<file path="config.mk">
export PLATFORM = sky130hd
export DESIGN_NAME = stream_avg_decoder
export DESIGN_NICKNAME = d
export VERILOG_FILES = /design/src/rtl/stream_avg_pkg.sv /design/src/rtl/stream_avg_ctrl.sv /design/src/rtl/stream_avg_decoder.sv
export SDC_FILE = /design/constraint.sdc
export NUM_CORES = 1
export LEC_CHECK = 0
export BUFFER_PORTS_ARGS = -buffer_cell sky130_fd_sc_hd__buf_2
export CORE_MARGIN = 5
export CORE_UTILIZATION = 30
export CTS_CLUSTER_DIAMETER = 30
export DETAILED_ROUTE_END_ITERATION = 10
export PLACE_DENSITY = 0.51
export SYNTH_ARGS = -nofsm -noshare
export SYNTH_HDL_FRONTEND = slang
export SYNTH_HIERARCHICAL = 1
export SYNTH_SLANG_ARGS = --single-unit
</file>
<file path="constraint.sdc">
create_clock -name clk -period 3.05 [get_ports clk]
set_input_delay 0.4575 -clock clk [delete_from_list [all_inputs] [get_ports clk]]
set_output_delay 0.4575 -clock clk [all_outputs]
set_load 0.01 [all_outputs]
</file>
<file path="src/rtl/stream_avg_pkg.sv">
// Shared types and helpers for the stream averaging decoder.
package stream_avg_pkg;
  typedef enum logic [1:0] {IDLE, SETTLE, ACCUM, DONE} state_e;

  localparam int DIN_W  = 4;
  localparam int FRAC_W = 16;

  // Fraction is the low LOG2_WIN sum bits left-aligned into FRAC_W bits.
  function automatic logic [FRAC_W-1:0] avg_frac(input logic [19:0] s, input int unsigned w);
    logic [31:0] t;
    t = ({12'd0, s} & ((32'd1 << w) - 32'd1)) << (FRAC_W - w);
    return t[FRAC_W-1:0];
  endfunction
endpackage

</file>
<file path="src/rtl/stream_avg_ctrl.sv">
// Measurement sequencer: settle counter, window counter, handshake state.
module stream_avg_ctrl
  import stream_avg_pkg::*;
#(
  parameter int LOG2_WIN = 7,
  parameter int SKIP     = 4
) (
  input  logic clk,
  input  logic rst_n,
  input  logic start,
  input  logic res_ready,
  output logic acc_clr,
  output logic acc_en,
  output logic done_load,
  output logic busy,
  output logic res_valid
);
  localparam logic [7:0] SKIP_LAST = 8'(SKIP - 1);

  state_e              state_q;
  logic [7:0]          skip_q;
  logic [LOG2_WIN-1:0] win_q;
  logic                busy_q, valid_q;

  assign acc_clr   = (state_q == IDLE) && start;
  assign acc_en    = (state_q == ACCUM);
  assign done_load = acc_en && (&win_q);
  assign busy      = busy_q;
  assign res_valid = valid_q;

  always_ff @(posedge clk) begin
    if (!rst_n) begin
      state_q <= IDLE;
      skip_q  <= '0;
      win_q   <= '0;
      busy_q  <= 1'b0;
      valid_q <= 1'b0;
    end else begin
      case (state_q)
        IDLE: if (start) begin
          skip_q  <= '0;
          win_q   <= '0;
          busy_q  <= 1'b1;
          state_q <= (SKIP == 0) ? ACCUM : SETTLE;
        end
        SETTLE: begin
          skip_q <= skip_q + 8'd1;
          if (skip_q == SKIP_LAST) state_q <= ACCUM;
        end
        ACCUM: begin
          // Window counter wraps to zero exactly on the last sample.
          win_q <= win_q + 1'b1;
          if (&win_q) begin
            state_q <= DONE;
            busy_q  <= 1'b0;
            valid_q <= 1'b1;
          end
        end
        DONE: if (res_ready) begin
          state_q <= IDLE;
          valid_q <= 1'b0;
        end
        default: state_q <= IDLE;
      endcase
    end
  end
endmodule

</file>
<file path="src/rtl/stream_avg_decoder.sv">
// Recovers the mean of a 4-bit dither stream over a 2^LOG2_WIN window.
// Optional STREAM_AVG_MINMAX_EN adds din_min/din_max of the accumulated samples.
module stream_avg_decoder
  import stream_avg_pkg::*;
#(
  parameter int LOG2_WIN = 7,
  parameter int SKIP     = 4
) (
  input  logic                      clk,
  input  logic                      rst_n,
  input  logic                      start,
  input  logic [DIN_W-1:0]          din,
  output logic                      busy,
  output logic                      res_valid,
  input  logic                      res_ready,
  output logic [3:0]                avg_i,
  output logic [FRAC_W-1:0]         avg_f,
  output logic [LOG2_WIN+DIN_W-1:0] sum
`ifdef STREAM_AVG_MINMAX_EN
  ,
  output logic [DIN_W-1:0]          din_min,
  output logic [DIN_W-1:0]          din_max
`endif
);
  localparam int SW = LOG2_WIN + DIN_W;

  logic acc_clr, acc_en, done_load;

  stream_avg_ctrl #(.LOG2_WIN(LOG2_WIN), .SKIP(SKIP)) u_ctrl (
    .clk       (clk),
    .rst_n     (rst_n),
    .start     (start),
    .res_ready (res_ready),
    .acc_clr   (acc_clr),
    .acc_en    (acc_en),
    .done_load (done_load),
    .busy      (busy),
    .res_valid (res_valid)
  );

  logic [SW-1:0]     acc_q, acc_d, sum_q;
  logic [3:0]        avg_i_q;
  logic [FRAC_W-1:0] avg_f_q;

  // The final sample is folded in on the same edge the result is captured.
  assign acc_d = acc_q + SW'(din);

  always_ff @(posedge clk) begin
    if (!rst_n) begin
      acc_q   <= '0;
      sum_q   <= '0;
      avg_i_q <= '0;
      avg_f_q <= '0;
    end else begin
      if (acc_clr)     acc_q <= '0;
      else if (acc_en) acc_q <= acc_d;
      if (done_load) begin
        sum_q   <= acc_d;
        avg_i_q <= acc_d[SW-1:LOG2_WIN];
        avg_f_q <= avg_frac(20'(acc_d), LOG2_WIN);
      end
    end
  end

  assign sum   = sum_q;
  assign avg_i = avg_i_q;
  assign avg_f = avg_f_q;

`ifdef STREAM_AVG_MINMAX_EN
  logic [DIN_W-1:0] mn_q, mx_q, mn_d, mx_d, din_min_q, din_max_q;

  assign mn_d = (din < mn_q) ? din : mn_q;
  assign mx_d = (din > mx_q) ? din : mx_q;

  // Trackers only move in ACCUM, so seeding them at start is equivalent to ACCUM entry.
  always_ff @(posedge clk) begin
    if (!rst_n) begin
      mn_q      <= '0;
      mx_q      <= '0;
      din_min_q <= '0;
      din_max_q <= '0;
    end else begin
      if (acc_clr) begin
        mn_q <= '1;
        mx_q <= '0;
      end else if (acc_en) begin
        mn_q <= mn_d;
        mx_q <= mx_d;
      end
      if (done_load) begin
        din_min_q <= mn_d;
        din_max_q <= mx_d;
      end
    end
  end

  assign din_min = din_min_q;
  assign din_max = din_max_q;
`endif
endmodule

</file>
# Yosys cells after proc, flatten, opt, wreduce, memory -nomap -nowiden
# Cells that the tools add are included.
# word_totals
out_inout_bits	33
input_bits	8
wordCells	49
regBits	52
# classes
n_mux	15
n_eq_ne	8
n_addsub	3
bitwise_logic	1
reduce_logical	13
# op_table
op	count
$pmux 8 s2	1
$pmux 7 s2	1
$add 11x4->11	1
$add 8x1->8 const B	1
$eq 8x2->1 const B	1
$mux 2	4
$mux 8	1
$pmux 2 s4	1
$add 7x1->7 const B	1
$mux 7	1
$reduce_and 7->1	1
$ne 2x2->1 const B	3
$reduce_and 3->1	2
$reduce_bool 2->1	3
$eq 2x2->1 const B	2
$mux 1	4
$pmux 1 s2	2
$reduce_and 2->1	2
$reduce_and 4->1	1
$eq 2x1->1 const B	1
$logic_and 1x1->1	2
$logic_not 2->1	1
$ne 2x1->1 const B	1
$reduce_or 2->1	1
$not 1->1	1

# Longest topological paths before layout
# Gate-level depths: netlist (run 1).
# logic_depth
ltp_word	3
depth_mapped	8
depth_no_buf	8

# By module
# The synthesis (run 1) kept the hierarchy.
# by_module_without_submodules
mod	area_per_inst_um2	seq_area_each_um2	instances	cells_each
stream_avg_decoder	1371.3	440.4	1	161
stream_avg_ctrl	1033.5	380.4	1	124

# Worst setup path after synthesis (run 1)
# No wires, ideal clock.
# synth_path
kind	input port to flip-flop
startpoint	input din[0]
endpoint	register sum_q[10] (netlist: sum[10])
arrival_ps	1933
path_buffers	0
setup_ps	122
required_time_ps	2928
path_slack_ps	995
stages	7
path_cell_list	ha_1 inv_1 fa_1 nand2b_1 a21oi_1 a31oi_1 o311a_1
# synth_between
elab_chain_len	1
# synth_lines
element	line	text
start: declaration	stream_avg_decoder.sv:12	input logic [DIN_W-1:0] din,
$add 11x4->11	stream_avg_decoder.sv:46	assign acc_d = acc_q + SW'(din);
end signal: assignment	stream_avg_decoder.sv:51	sum_q <= '0;
end signal: assignment	stream_avg_decoder.sv:58	sum_q <= acc_d;
end: declaration	stream_avg_decoder.sv:41	logic [SW-1:0] acc_q, acc_d, sum_q;
# Every way passes these cells.
# A chain may end at the register's enable or synchronous reset.

# Worst setup path after layout (run 1)
# layout_path
startpoint	register u_ctrl.state_q[0]
endpoint	register u_ctrl.skip_q[7]
# layout_between
elab_chain_len	3
word_cells_on_any_way	6
classes_between	2 x eq/ne; 1 x mux; 3 x reduce/logical
# layout_lines
element	line	text
start: declaration	stream_avg_ctrl.sv:20	state_e state_q;
start signal: assignment	stream_avg_ctrl.sv:44	state_q <= (SKIP == 0) ? ACCUM : SETTLE;
$eq 2x1->1 / $logic_not 2->1 (equally long branches)	stream_avg_ctrl.sv:39	case (state_q)
$reduce_bool 2->1 (no line) / $ne 2x2->1 (equally long branches)	n/a	
$reduce_and 2->1 (no line)	n/a	
end signal: assignment	stream_avg_ctrl.sv:47	skip_q <= skip_q + 8'd1;
end: declaration	stream_avg_ctrl.sv:21	logic [7:0] skip_q;
# Several ways; a longest one is shown, not always the timed one.

==> results of run 1 <==
-- sequential cells by signal, indices dropped and copies added (netlist names) --
register,flops
u_ctrl/skip_q,8
acc_q,11
u_ctrl/state_q,2
u_ctrl/busy,1
sum,11
u_ctrl/res_valid,1
u_ctrl/win_q,7
-- area by class of cell --
| cell class | instances | area [um^2] |
|---|---|---|
| well taps | 102 | 128 |
| flip-flops and latches | 41 | 821 |
| multi-input cells | 205 | 1370 |
| repair buffers | 34 | 178 |
| clock buffers | 6 | 72.6 |
| clock inverters | 2 | 10.0 |
| fillers | 843 | 5140 |
| inverters | 15 | 56.3 |
-- power by group through the flow --
stage               clock network (mW)  registers, mW  logic, mW
CTS                              0.372          0.595      0.398
floorplan                            0          0.602      0.306
global route                     0.395          0.598      0.442
finish                           0.351          0.594      0.393
global placement                     0          0.606      0.394
detailed placement                   0          0.607      0.397
-- worst max path at each step --
stage               cells past startpoint          endpoint              start
floorplan                               7           sum[10]             din[0]
global route                            7           sum[10]  u_ctrl/state_q[0]
detailed placement                      8           sum[10]             din[0]
CTS                                     7           sum[10]  u_ctrl/state_q[0]
finish                                  6  u_ctrl/skip_q[7]  u_ctrl/state_q[0]
global placement                        8           sum[10]             din[0]
-- worst min-delay path, delay by kind of cell --
| kind | cells | cell delay (ns) |
|---|---|---|
| AO/OA/AOI/OAI | 1 | 0.07 |
| buffers and inverters | 1 | 0.09 |
| AND/OR/NAND/NOR | 2 | 0.12 |
-- cells in the mapped netlist, types with 5 or more instances --
library cell,instances
mux2i_1,8
nor2_1,16
nand3_1,11
xnor2_1,12
inv_1,15
nor3b_1,6
buf_4,20
a21oi_1,9
nor2b_1,9
nor3_1,5
nand2_1,26
ha_1,10
o21ai_0,17
dfxtp_1,41
clkbuf_1,9
-- metal layers --
metal  vias to the layer above  share of wire (%)  GRT usage [%]
met4                         0                1.7           4.10
li1                       1015                  -              -
met5                         -                  0              0
met1                       888                 48           13.6
met3                         7                5.2           2.10
met2                        41                 45           16.6
-- through the flow --
step	instances	setup slack [ns]	utilization, %
after floorplan	293	0.995	-
after global placement	397	0.793	32.8
after detailed placement	397	0.758	32.8
after CTS	405	0.856	33.9
after global routing	405	0.703	33.9
final	405	0.880	33.9
-- kinds of logic after synthesis --
logic type / after synthesis
adders and majority gates: 11
buffers and inverters: 47
AOI/OAI and AO/OA: 64
and+or+nand+nor: 101
other: 1
xor gates and xnor gates: 12
muxes: 8
DFF: 41
==> results.sh, run 1 <==
export IMPL_endpoint_kind="register"
export IMPL_finClkSkew_ns=0.00396
export IMPL_crit_reg2reg_capture="u_ctrl/skip_q[7]"
export IMPL_start_util_pct=31.0
export IMPL_synth_avg_cell_area_um2=8.44
export IMPL_ios=41
export IMPL_drt_pre_antenna_iters=4
export IMPL_clk_path_buf_depth=2
export IMPL_async_flop_share_pct=0
export IMPL_grt_pass1_vias=1745
export IMPL_finalSetupViolCount=0
export IMPL_finalHoldViolations=0
export IMPL_synth_top_area_cell="dfxtp_1"
export IMPL_pwr_share_clk_pct=26.2
export IMPL_whs_endpoint="u_ctrl/res_valid"
export IMPL_port_buffers=31
export IMPL_slowest_delay_ns=0.47
export IMPL_clkLatencyLatePin_ns=0.29
export IMPL_synth_flop_cell="dfxtp_1"
export IMPL_hp_class="input port to register"
export IMPL_fin_area_mm2=0.00263
export IMPL_vias_per_cell=4.82
export IMPL_fin_crit_ns=2.17
export IMPL_synth_edf_count=0
export IMPL_placed_area_mm2=0.00255
export IMPL_finalMaxSlewViolations=0
export IMPL_min_from="res_ready"
export IMPL_post_cts_setup_buffer_count=0
export IMPL_p_sw_share_pct=35.3
export IMPL_cp_slowest_cell="or3b_4"
export IMPL_synth_compound_area_share_pct=18.7
export IMPL_holdBufCountCts=0
export IMPL_finalPower_mw=1.34
export IMPL_dr_first_iter_drc_count=104
export IMPL_power_density_mw_per_mm2=508
export IMPL_antenna_found_initial=0
export IMPL_grt_overflow=0
export IMPL_crit_family="simple AND/OR/NAND/NOR gates"
export IMPL_grt_pass1_wl_mm=8.40
export IMPL_tns_ns=0
export IMPL_fin_crit_sh_pct=71.2
export IMPL_synth_top_family_by_area="simple AND/OR/NAND/NOR gates"
export IMPL_finalWirelength_mm=5.04
export IMPL_yosysSeqAreaShare_pct=34.1
export IMPL_rsz0062_at_grt="false"
export IMPL_drive_gt1_share_pct=16.8
export IMPL_die_area_mm2=0.00991
export IMPL_synth_mux_area_share_pct=3.33
export IMPL_hpwl_mm=3.73
export IMPL_num_rows=32
export IMPL_synthAdderAreaFrac_pct=6.04
export IMPL_synthDistinctLibCells=55
export IMPL_crit_fanout=7
export IMPL_drv_cap=0
export IMPL_synth_top_area_share_pct=34.1
export IMPL_outcome="finished clean"
export IMPL_vias=1951
export IMPL_post_drt_wl_per_cell_um=12.5
export IMPL_root_buffer="clkbuf_8"
export IMPL_netSwitchingPower_uw=472
export IMPL_cp_start_kind="register"
export IMPL_ir_drop_v=0.000171
export IMPL_internal_power_uw=865
export IMPL_synthTopCellsByArea="dfxtp_1, buf_4, ha_1, xnor2_1, nand2_1"
export IMPL_synth_warnings=6
export IMPL_layout_common_cells="dfxtp_1, buf_2, nand2_1, o21ai_0, nor2_1"
export IMPL_p_comb_share_pct=29.4
export IMPL_final_common_cell="dfxtp_1"
export IMPL_whs_ns=0.484
export IMPL_cp_num_buf_inv=1
export IMPL_drtAntennaViolNets=0
export IMPL_ys_ff_latch=41
export IMPL_synthXorXnorAreaFrac_pct=4.37
export IMPL_rr_worst_depth=6
export IMPL_clk_pin_slew_worst_paths_ns=0.08
export IMPL_arrival_ns=2.39
export IMPL_leakage_nw=1.02
export IMPL_die_w_um=99.5
export IMPL_synth_simple_area_share_pct=22.6
export IMPL_hold_depth=4
export IMPL_cts_buffers=5
export IMPL_tightest_slew_ns=0.643
export IMPL_die_y_um=99.5
export IMPL_post_route_drc_count=0
export IMPL_required_ns=3.27
export IMPL_cts_tree="done"
export IMPL_synthCells=285
export IMPL_netlist_area_mm2=0.00240
export IMPL_final_nets=321
export IMPL_r2r_slack_ns=0.88
export IMPL_seq_power_share_pct=44.4
export IMPL_num_antenna_cells=0
export IMPL_max_freq_ghz=0.461
export IMPL_slew_headroom_pct=56.7
export IMPL_clkSinkCount=41
export IMPL_worstPathCellList="inv_1 -> ha_1 -> mux2i_1 -> or3b_4 -> or4_1 -> a21oi_1"
export IMPL_timing_rr_start="u_ctrl/state_q[0]"
export IMPL_ctsResizeCount=0
export IMPL_path_class="register to register"
export IMPL_area_growth_pct=9.37
export IMPL_htree_levels=2
export IMPL_grt_start_max_net_pins=37
export IMPL_coreArea_mm2=0.00777
export IMPL_finalWeightedCongestion=0.756
export IMPL_grtUsageTotal_pct=10.3
(Power assumes the default switching activity.)
==> run 2, diff against run 1 <==
- ABC_AREA: default -> 1
- clock period: 3.05 -> 2.2 ns (I/O delays scaled with it)
==> results.sh, run 2 <==
export IMPL_port_buffers=31
export IMPL_finalMaxSlewViolations=0
export IMPL_synthDistinctLibCells=37
export IMPL_ios=41
export IMPL_path_class="register to register"
export IMPL_outcome="finished clean"
export IMPL_instances_no_fill=489
export IMPL_netlist_area_mm2=0.00243
export IMPL_synth_simple_area_share_pct=32.0
export IMPL_synth_warnings=6
export IMPL_layout_common_cells="nand2_1, nor2_1, inv_1, dfxtp_1, buf_2"
export IMPL_drt_pre_antenna_iters=6
export IMPL_dpl_cell_count=481
export IMPL_utilization_pct=34.6
export IMPL_finalSetupViolCount=0
export IMPL_htree_levels=2
export IMPL_whs_ns=0.348
export IMPL_root_buffer="clkbuf_8"
export IMPL_ctsResizeCount=0
export IMPL_cp_start_kind="register"
export IMPL_rsz0062_at_grt="false"
export IMPL_rr_worst_depth=8
export IMPL_synth_avg_cell_area_um2=6.72
export IMPL_finalWeightedCongestion=0.810
export IMPL_final_common_cell="nand2_1"
export IMPL_tns_ns=0
export IMPL_leakage_nw=1.29
export IMPL_antenna_found_initial=0
export IMPL_holdBufCountCts=0
export IMPL_hpwl_mm=4.10
export IMPL_ys_ff_latch=41
export IMPL_synthTopCellsByArea="dfxtp_1, nand2_1, nor2_1, inv_1, buf_4"
export IMPL_grt_pass1_vias=1973
export IMPL_finalWirelength_mm=5.38
export IMPL_post_route_drc_count=0
export IMPL_num_antenna_cells=0
export IMPL_synth_edf_count=0
export IMPL_drive_gt1_share_pct=14.5
export IMPL_start_util_pct=31.2
export IMPL_synth_top_area_cell="dfxtp_1"
export IMPL_dr_first_iter_drc_count=51
export IMPL_ir_drop_v=0.000309
export IMPL_vias=2124
export IMPL_synthCells=362
export IMPL_clkSinkCount=41
export IMPL_finalPower_mw=2.48
export IMPL_synth_flop_cell="dfxtp_1"
export IMPL_endpoint_kind="register"
export IMPL_async_flop_share_pct=0
export IMPL_finClkSkew_ns=0.00612
export IMPL_grtUsageTotal_pct=11.2
export IMPL_crit_fanout=6
export IMPL_die_y_um=100
export IMPL_coreArea_mm2=0.00781
export IMPL_required_ns=2.40
export IMPL_clk_pin_slew_worst_paths_ns=0.08
export IMPL_synthAdderAreaFrac_pct=5.96
export IMPL_grt_start_max_net_pins=22
export IMPL_clk_path_buf_depth=2
export IMPL_hp_class="input port to register"
export IMPL_post_drt_wl_per_cell_um=11.0
export IMPL_num_rows=32
export IMPL_final_nets=405
export IMPL_fin_crit_sh_pct=79.9
export IMPL_yosysSeqAreaShare_pct=33.7
export IMPL_drtAntennaViolNets=0
export IMPL_cts_buffers=5
export IMPL_clkLatencyLatePin_ns=0.30
export IMPL_synth_top_area_share_pct=33.7
export IMPL_synth_compound_area_share_pct=10.5
export IMPL_drv_cap=0
export IMPL_post_cts_setup_buffer_count=0
export IMPL_fin_crit_ns=1.76
export IMPL_synthXorXnorAreaFrac_pct=1.75
export IMPL_grt_pass1_wl_mm=9.15
export IMPL_area_growth_pct=11.2
export IMPL_die_w_um=100
export IMPL_power_density_mw_per_mm2=917
export IMPL_synth_top_family_by_area="simple AND/OR/NAND/NOR gates"
export IMPL_synth_most_common_cell="nand2_1"
export IMPL_grt_overflow=0
export IMPL_synth_commonest_cells="nand2_1, nor2_1, inv_1"
export IMPL_cts_tree="done"
export IMPL_max_freq_ghz=0.569
export IMPL_synth_mux_area_share_pct=0
export IMPL_arrival_ns=1.96
export IMPL_vias_per_cell=4.34
export IMPL_die_area_mm2=0.0100
export IMPL_finalHoldViolations=0
export IMPL_hold_depth=3
## run 2: cell types whose count changed in the layout (fill, tap and decap cells not counted), moves of 5 or more
| cell | change |
|---|---|
| nor3b_1 | -5 |
| nor2_1 | +41 |
| o21ai_0 | -9 |
| inv_1 | +36 |
| nand2_1 | +50 |
| mux2i_1 | -8 |
| xnor2_1 | -11 |
| nand4_1 | +6 |
| nor2b_1 | -9 |
| nand3_1 | +19 |
| a21oi_1 | +16 |
## run 2: worst paths after layout
path              slack (ns)           endpoint            start
setup / recovery        0.44             sum[4]         acc_q[0]
hold / removal          0.35  u_ctrl/state_q[1]            rst_n
setup reg to reg        0.44             sum[4]         acc_q[0]
hold reg to reg         0.47    u_ctrl/win_q[6]  u_ctrl/win_q[6]
## run 2: final cells by class
cell class | count | area, um^2
fillers | 873 | 5100
multi-input cells | 249 | 1260
flip-flops and latches | 41 | 821
inverters | 55 | 206
repair buffers | 34 | 178
well taps | 102 | 128
clock buffers | 7 | 86.3
clock inverters | 1 | 30.0
## run 2: metal layers
metal / vias to the layer above / wire length (um) / GRT usage (%)
met5: - / 0 / 0
met4: 0 / 59 / 3.42
met3: 5 / 188 / 2.36
met2: 29 / 2530 / 18.6
met1: 936 / 2600 / 14.5
li1: 1154 / - / -
## run 2: cells by family (layout without fill, tap and decap cells)
| family | count (synthesis) | in the layout |
|---|---|---|
| AND/OR/NAND/NOR | 182 | 182 |
| buffers and inverters | 80 | 97 |
| AO/OA/AOI/OAI | 43 | 43 |
| flip-flops | 41 | 41 |
| adder cells (fa/ha/maj) | 11 | 11 |
| XOR/XNOR | 4 | 4 |
| other | 1 | 9 |
## run 2: worst max-delay path, cell delays in order, from the launching register on
cell	delay [ns]
dfxtp_1	0.34
ha_1	0.21
inv_1	0.07
fa_1	0.45
o21ai_4	0.27
xor2_2	0.17
nand2_1	0.07
nand2_1	0.06
inv_1	0.03
## run 2: where the power goes
group | total, mW | switching [mW] | leakage [nW] | internal (mW)
sequential | 0.912 | 0.0781 | 0.332 | 0.834
clock | 0.643 | 0.273 | 0.0585 | 0.370
combinational | 0.926 | 0.610 | 0.895 | 0.316
total | 2.48 | 0.961 | 1.29 | 1.52
## run 2: stage by stage
step / setup WS (ns) / area [um^2]
2_1_floorplan: 0.531 / 2460
3_3_place_gp: 0.367 / 2590
3_5_place_dp: 0.339 / 2590
4_1_cts: 0.424 / 2710
5_1_grt: 0.269 / 2710
6_report: 0.443 / 2710
